**src/rtl/ringbuf_fir.sv**
```systemverilog
// FIR sequencer sitting behind the 16-entry sample ring buffer: sweeps the read
// offset over all taps, multiply-accumulates against a host coefficient bank, emits one sample.
module ringbuf_fir #(
  parameter int TAPS    = 16,
  parameter int COEFF_W = 18,
  parameter int ACC_W   = 46
) (
  input  logic                      clk,
  input  logic                      rst,
  input  logic                      strobe_i,
  output logic [3:0]                offset_o,
  input  logic signed [23:0]        data_i,
  output logic                      pop_o,
  input  logic                      coeff_we_i,
  input  logic [3:0]                coeff_addr_i,
  input  logic signed [COEFF_W-1:0] coeff_data_i,
  output logic signed [23:0]        data_o,
  output logic                      valid_o,
  output logic                      sat_o,
  output logic                      busy_o,
  output logic                      ovf_o
);

  localparam int DATA_W = 24;
  localparam int PROD_W = DATA_W + COEFF_W;
  localparam int FRAC   = COEFF_W - 1;
  localparam logic [3:0] LAST_TAP = 4'(TAPS - 1);
  localparam logic signed [ACC_W-1:0] RND_HALF = ACC_W'(1) << (FRAC - 1);
  localparam logic signed [ACC_W-1:0] SAT_MAX  = ACC_W'((1 << (DATA_W - 1)) - 1);
  localparam logic signed [ACC_W-1:0] SAT_MIN  = ~SAT_MAX;

  typedef enum logic [1:0] {S_IDLE, S_RUN, S_DRAIN, S_OUT} state_t;

  state_t                     state_q, state_d;
  logic [3:0]                 offset_q, offset_d;
  logic                       vld_p1_q, vld_p1_d;
  logic                       vld_p2_q, vld_p2_d;
  logic [3:0]                 tap_p1_q, tap_p1_d;
  logic signed [PROD_W-1:0]   prod_p2_q, prod_p2_d;
  logic signed [ACC_W-1:0]    acc_q, acc_d;
  logic signed [COEFF_W-1:0]  coef_q [TAPS];
  logic signed [COEFF_W-1:0]  coef_d [TAPS];
  logic signed [DATA_W-1:0]   data_q, data_d;
  logic                       sat_q, sat_d;
  logic                       ovf_q, ovf_d;
  logic signed [ACC_W-1:0]    rnd;

  function automatic logic signed [ACC_W-1:0] round_half_up(input logic signed [ACC_W-1:0] a);
    return (a + RND_HALF) >>> FRAC;
  endfunction

  function automatic logic signed [DATA_W-1:0] saturate(input logic signed [ACC_W-1:0] r);
    logic signed [ACC_W-1:0] c;
    c = r;
    if (r > SAT_MAX) c = SAT_MAX;
    else if (r < SAT_MIN) c = SAT_MIN;
    return c[DATA_W-1:0];
  endfunction

  function automatic logic clipped(input logic signed [ACC_W-1:0] r);
    return (r > SAT_MAX) || (r < SAT_MIN);
  endfunction

  always_ff @(posedge clk) begin
    if (rst) state_q <= S_IDLE;
    else     state_q <= state_d;
  end

  // DRAIN ends once both in-flight pipeline stages have retired into the accumulator
  always_comb begin
    state_d = state_q;
    case (state_q)
      S_IDLE:  if (strobe_i) state_d = S_RUN;
      S_RUN:   if (offset_q == LAST_TAP) state_d = S_DRAIN;
      S_DRAIN: if (!vld_p1_q && !vld_p2_q) state_d = S_OUT;
      S_OUT:   state_d = S_IDLE;
      default: state_d = S_IDLE;
    endcase
  end

  always_comb begin
    busy_o   = (state_q != S_IDLE);
    valid_o  = (state_q == S_OUT);
    pop_o    = (state_q == S_OUT);
    offset_o = offset_q;
    data_o   = data_q;
    sat_o    = sat_q;
    ovf_o    = ovf_q;
  end

  always_comb begin
    offset_d = offset_q;
    case (state_q)
      S_IDLE:  offset_d = '0;
      S_RUN:   if (offset_q != LAST_TAP) offset_d = offset_q + 4'd1;
      S_OUT:   offset_d = '0;
      default: offset_d = offset_q;
    endcase

    vld_p1_d  = (state_q == S_RUN);
    tap_p1_d  = offset_q;
    vld_p2_d  = vld_p1_q;
    prod_p2_d = data_i * coef_q[tap_p1_q];

    acc_d = acc_q;
    if (state_q == S_IDLE && strobe_i) acc_d = '0;
    else if (vld_p2_q) acc_d = acc_q + {{(ACC_W-PROD_W){prod_p2_q[PROD_W-1]}}, prod_p2_q};

    rnd    = round_half_up(acc_q);
    data_d = data_q;
    sat_d  = sat_q;
    if (state_q == S_DRAIN && state_d == S_OUT) begin
      data_d = saturate(rnd);
      sat_d  = clipped(rnd);
    end

    coef_d = coef_q;
    if (coeff_we_i && state_q == S_IDLE && 32'(coeff_addr_i) < TAPS)
      coef_d[coeff_addr_i] = coeff_data_i;

    ovf_d = ovf_q | (strobe_i && state_q != S_IDLE);
  end

  // p1: ring buffer read in flight; p2: registered product; then accumulate
  always_ff @(posedge clk) begin
    if (rst) begin
      offset_q <= '0;
      vld_p1_q <= 1'b0;
      vld_p2_q <= 1'b0;
      acc_q    <= '0;
      coef_q   <= '{default: '0};
      data_q   <= '0;
      sat_q    <= 1'b0;
      ovf_q    <= 1'b0;
    end else begin
      offset_q <= offset_d;
      vld_p1_q <= vld_p1_d;
      vld_p2_q <= vld_p2_d;
      acc_q    <= acc_d;
      coef_q   <= coef_d;
      data_q   <= data_d;
      sat_q    <= sat_d;
      ovf_q    <= ovf_d;
    end
  end

  always_ff @(posedge clk) begin
    tap_p1_q  <= tap_p1_d;
    prod_p2_q <= prod_p2_d;
  end

endmodule

```
**config.mk**
```make
export PLATFORM = sky130hd
export DESIGN_NAME = ringbuf_fir
export DESIGN_NICKNAME = d
export VERILOG_FILES = /design/src/rtl/ringbuf_fir.sv
export SDC_FILE = /design/constraint.sdc
export NUM_CORES = 2
export LEC_CHECK = 0
export CAP_MARGIN = 20
export CORE_AREA = 5 5 299 301
export DETAILED_ROUTE_END_ITERATION = 6
export DIE_AREA = 0 0 304 306
export GPL_ROUTABILITY_DRIVEN = 0
export PLACE_DENSITY = 0.58
export SETUP_SLACK_MARGIN = 0.15
export SYNTH_ARGS = -nofsm -noshare
export SYNTH_HDL_FRONTEND = slang
export SYNTH_SLANG_ARGS = --single-unit
```
**constraint.sdc**
```tcl
create_clock -name clk -period 8.9 [get_ports clk]
set_input_delay 0.89 -clock clk [delete_from_list [all_inputs] [get_ports clk]]
set_output_delay 0.89 -clock clk [all_outputs]
set_load 0.01 [all_outputs]
```
Yosys cells after proc, flatten, opt, wreduce, memory -nomap -nowiden
Index checks and enable logic that the tools add are counted.
{"block": "totals", "register_bits": 414, "input_bits": 50}
{"block": "classes", "add_sub_neg": 3, "multipliers": 1, "magnitude_cmp": 5, "eq_ne": 7, "muxes": 14, "n_bitwise": 3, "n_reduce_logical": 15}
{"op": "288-bit bitwise mux", "count": 1}
{"op": "18-bit binary-select mux with 4-bit select", "count": 1}
{"op": "18-bit demux with 4-bit select", "count": 1}
{"op": "18-bit two-way mux", "count": 3}
{"op": "24-bit two-way mux", "count": 2}
{"op": "46-bit by 18-bit adder with 46-bit output (second input constant)", "count": 1}
{"op": "46-bit adder", "count": 1}
{"op": "24-bit by 18-bit multiplier with 42-bit output", "count": 1}
{"op": "29-bit by 24-bit greater-than comparator with 1-bit output (second input constant)", "count": 1}
{"op": "29-bit by 24-bit < comparator with 1-bit output (second input constant)", "count": 1}
{"op": "5-bit >= comparator (second input constant)", "count": 2}
{"op": "4-bit inverter with 5-bit output", "count": 2}
{"op": "2-bit one-hot mux with 4 select lines", "count": 1}
{"op": "4-bit one-hot mux with 2 select lines", "count": 1}
{"op": "2-bit equality test (second input constant)", "count": 3}
{"op": "1-bit logical AND", "count": 6}
{"op": "2-bit two-way mux", "count": 3}
{"op": "5-bit by 1-bit < comparator with 1-bit output (second input constant)", "count": 1}
{"op": "4-bit by 1-bit adder with 4-bit output (second input constant)", "count": 1}
{"op": "4-bit equality test (second input constant)", "count": 1}
{"op": "4-bit two-way mux", "count": 1}
{"op": "4-bit inequality test (second input constant)", "count": 1}
{"op": "2-bit nonzero test", "count": 2}
{"op": "2-bit OR reduction", "count": 2}
{"op": "7 further kinds", "count": 8}

Logic depth before layout (Yosys ltp)
{"block": "depth", "ltp_word": 6, "depth_mapped": 31}

Worst setup path after synthesis
Ideal clock, no wire load.
{"block": "synth_timing", "kind": "reg2reg", "start": "register tap_p1_q[0]", "end": "register prod_p2_q[41]", "arrival_time_ns": 7.630, "required_ns": 8.828, "setup_slack_ns": 1.198, "path_stages_with_launch": 29, "path_buffers": 4, "period_less_slack_ns": 7.702, "cell_sequence": "dfxtp_1 > buf_2 > buf_2 > buf_2 > mux4_2 > mux2i_1 > nand2_1 > o21ai_1 > clkbuf_1 > nor2_1 > fa_1 > fa_1 > fa_1 > fa_1 > fa_1 > inv_1 > fa_1 > inv_1 > ha_1 > a21oi_1 > o21bai_1 > a21o_1 > a21o_1 > a31o_2 > or3_1 > o21ai_1 > o31ai_1 > a21oi_1 > xnor2_1"}
{"block": "synth_via", "elab_chain_cells": 5}
{"element": "start, declared", "line_no": "38", "rtl": "logic [3:0] tap_p1_q, tap_p1_d;"}
{"element": "start signal, assigned", "line_no": "148", "rtl": "tap_p1_q <= tap_p1_d;"}
{"element": "4-bit inverter with 5-bit output (not written as such)", "line_no": "103", "rtl": "prod_p2_d = data_i * coef_q[tap_p1_q];"}
{"element": "18-bit binary-select mux with 4-bit select", "line_no": "103"}
{"element": "18-bit two-way mux (not written as such) (2 in series)", "line_no": "103"}
{"element": "24-bit by 18-bit multiplier with 42-bit output", "line_no": "103"}
{"element": "via prod_p2_d[41]", "line_no": "39", "rtl": "logic signed [PROD_W-1:0] prod_p2_q, prod_p2_d;"}
{"element": "end signal, assigned", "line_no": "149", "rtl": "prod_p2_q <= prod_p2_d;"}
{"element": "end, declared", "line_no": "39"}
The timed path passes the listed nets, and every way through them passes these cells. The select of a mux whose other input is x is not followed.
A chain may end at the register's enable or synchronous reset.

Final worst setup path
Same ends and word-level chain as after synthesis.

==> metrics.csv <==
stage,metric,value,unit
sta,hold_slack,0.408,ns
critical_path,r2r_slack,0.55,ns
global_route,grt_pass1_vias,27100,
logic_synthesis,synthesis.area,34200,um^2
sta,slew_headroom,20.7,%
clocking,cts.htree.levels,2,
sta,fin_crit,8.35,ns
logic_synthesis,ys_ff_latch,414,
place,place_ws,0.482,ns
floorplan,dieHeight,306,um
logic_synthesis,yosys_warnings,0,
logic_synthesis,yosysUniqueCellTypes,71,
detailed_routing,wl_met3,5210,um
detailed_routing,dr_wl_met2,49200,um
sta,tightestPinTransition,1.19,ns
status,violations,design-rule violations,
sta,rsz0062_at_grt,false,
sta,fmax,120,MHz
detailed_routing,wirelength,96800,um
run,drv_cap,0,
sta,skew,0.0298,ns
sta,timing.final.crit_share,93.8,%
detailed_routing,drcViolationCount,1,
floorplan,initial_core_util,39.6,%
finish,final_nets,4533,
status,status,finished with violations,
detailed_routing,ant_nets,0,
clocking,cts_made_buffers,41,
logic_synthesis,synth-main-ff-cell,dfxtp_1,
pwr,ir_drop,0.135,mV
logic_synthesis,yosysSeqAreaShare,24.3,%
finish,area_delta_synth_final,10.6,%
critical_path,worst_ep_required_time,9.37,ns
pwr,p_leak,15.8,nW
finish,final_cell_mix,"914 x nand2_1, 523 x inv_1, 426 x fa_1",
clocking,clk_latency,0.59,ns
global_route,grt_max_degree,151,
logic_synthesis,yosys.area_share.simple,17.3,%
min_path,worstHoldPathType,reg2reg,
detailed_routing,via_count,26400,
floorplan,row_count,108,
sta,hold_viol_final,0,
critical_path,path_max_fanout,24,
critical_path,worst_setup_path_end_kind,flop,
critical_path,start_kind,flop,
floorplan,die_area,93000,um^2
clocking,cts-root-buf,clkbuf_16,
critical_path,worstSetupPathType,reg2reg,
logic_synthesis,synth_nets,4579,
logic_synthesis,synth_edf_count,0,
logic_synthesis,async_flop_share,0,%
finish,drive_above_1_share,6.79,%
critical_path,worstPathArrival,8.81,ns
global_route,grtUsageTotal,20.1,%
logic_synthesis,synth_top_area_share,25.0,%
floorplan,die_w,304,um
floorplan,pin_count,83,
logic_synthesis,yosysTopAreaCell,fa_1,
clocking,cts_buffer_depth,3,
detailed_routing,viasPerCell,5.19,
critical_path,r2r_cells,26,
detailed_routing,route.detailed.wl_per_inst,19.0,um
detailed_routing,wl_met1,40600,um
logic_synthesis,synth_top_family_by_area,adder cells,
logic_synthesis,synth_xor_area_share,2.61,%
logic_synthesis,syn_inst,3947,
detailed_routing,drtIter0Drc,1867,
logic_synthesis,avgSynthCellArea,8.66,um^2
logic_synthesis,synth_area_leaders,"fa_1 25%, dfxtp_1 24%, nand2_1 10%",
global_route,grt_pass1_wl,152000,um
sta,setup_violations,0,
sta,setup_tns,0,ns
detailed_routing,highest_layer,met4,
place,hpwl,67400,um
logic_synthesis,yosys.area_share.adder,30.7,%
floorplan,coreArea,86300,um^2
sta,maxSlewViolCount,0,
place,portBuffers,82,
finish,layout_commonest_cell,nand2_1,
clocking,clkSinkCount,414,
logic_synthesis,synth_compound_area_share,10.1,%
clocking,tritoncts,built,
min_path,whs_path_depth,0,
logic_synthesis,synth_mux_area_share,6.66,%
detailed_routing,first_pass_iters,7,
global_route,antenna_found_initial,9,
pwr,p_per_area,124,nW/um^2
global_route,overflow,0,
clocking,path_clk_slew,0.07,ns
sta,setup_ws,0.553,ns
==> cell usage after synthesis (15+ instances only) <==
| cell type | n |
|---|---|
| xnor2_1 | 64 |
| dfxtp_1 | 414 |
| inv_1 | 523 |
| mux4_2 | 89 |
| o21ai_0 | 40 |
| o22ai_1 | 27 |
| fa_1 | 426 |
| nand2b_1 | 18 |
| ha_1 | 156 |
| xor2_1 | 38 |
| a21o_1 | 45 |
| buf_1 | 26 |
| and3_1 | 15 |
| nand3_1 | 28 |
| o21bai_1 | 15 |
| nor3_1 | 17 |
| nor2_1 | 165 |
| mux2i_1 | 25 |
| a21oi_1 | 371 |
| clkbuf_1 | 196 |
| nand4_1 | 16 |
| nand2_1 | 914 |
| and2_1 | 153 |
==> worst paths after layout <==
path	startpoint	end
setup / recovery	tap_p1_q[0]	prod_p2_q[41]
hold / removal	offset_o[1]	tap_p1_q[1]
setup reg to reg	tap_p1_q[0]	prod_p2_q[41]
hold reg to reg	offset_o[1]	tap_p1_q[1]
==> critical path, stage by stage, from the launching register on <==
cell,delay [ns]
dfxtp_4,0.50
buf_12,0.26
mux4_2,0.64
mux4_2,0.72
and2_1,0.27
fa_1,0.54
inv_1,0.05
fa_1,0.45
fa_1,0.53
inv_1,0.06
fa_1,0.48
fa_1,0.49
inv_1,0.05
fa_1,0.47
inv_1,0.04
ha_1,0.33
a21oi_1,0.22
o21ai_0,0.17
a221oi_1,0.34
nand2_1,0.08
o21ai_0,0.47
a2111oi_1,0.20
buf_4,0.18
o21ai_1,0.26
o31ai_1,0.10
a21oi_1,0.19
xnor2_1,0.08
==> routing by layer <==
| metal | vias up | GRT usage (%) |
|---|---|---|
| li1 | 12400 | - |
| met1 | 13200 | 26.2 |
| met2 | 695 | 36.9 |
| met3 | 127 | 1.90 |
| met4 | 0 | 3.99 |
| met5 | - | 0 |
==> what timing repair did <==
item	in CTS	in global routing
setup endpoints to repair	0	2
hold buffers	0	0
gates resized for setup	0	3
buffers inserted	0	3
endpoints found under the hold margin	0	0
==> where the power goes <==
group	total, W	internal [W]	switching [W]	leakage (nW)
combinational	0.000789	0.000295	0.000493	11.8
sequential	0.00197	0.00192	0.0000517	3.35
clock	0.00193	0.00113	0.000794	0.727
==> cell type report <==
type                            instances  area (um^2)
Antenna cell                            4         10.0
Clock buffer                           52         1120
Clock inverter                         23          370
Fill cell                            8506        48500
Inverter                              524         1970
Multi-Input combinational cell       2773        23100
Sequential cell                       414         8300
Tap cell                             1155         1450
Timing Repair Buffer                  147         1440
==> registers in the layout, indices dropped and copies added (netlist names) <==
signal / cells
acc_q: 46
coef_q: 288
data_o: 24
offset_o: 4
ovf_o: 1
prod_p2_q: 42
sat_o: 1
state_q: 2
tap_p1_q: 4
vld_p1_q: 1
vld_p2_q: 1
==> cell families after synthesis <==
family,count (synthesis)
AO/OA/AOI/OAI,594
buffers and inverters,763
flip-flops,414
multiplexers,116
XOR/XNOR,102
AND/OR/NAND/NOR,1376
adder cells (fa/ha/maj),582
==> through the flow <==
| step | utilization, % | instances | area [um^2] | total power (W) |
|---|---|---|---|---|
| global route | 43.8 | 5089 | 37800 | 0.00490 |
| detailed placement | 41.8 | 5004 | 36100 | 0.00280 |
| floorplan | - | 3947 | 34200 | 0.00252 |
| global placement | 41.7 | 4998 | 36000 | 0.00279 |
| CTS | 43.6 | 5079 | 37600 | 0.00473 |
| finish | 43.8 | 5092 | 37800 | 0.00469 |
(Power assumes the default switching activity.)
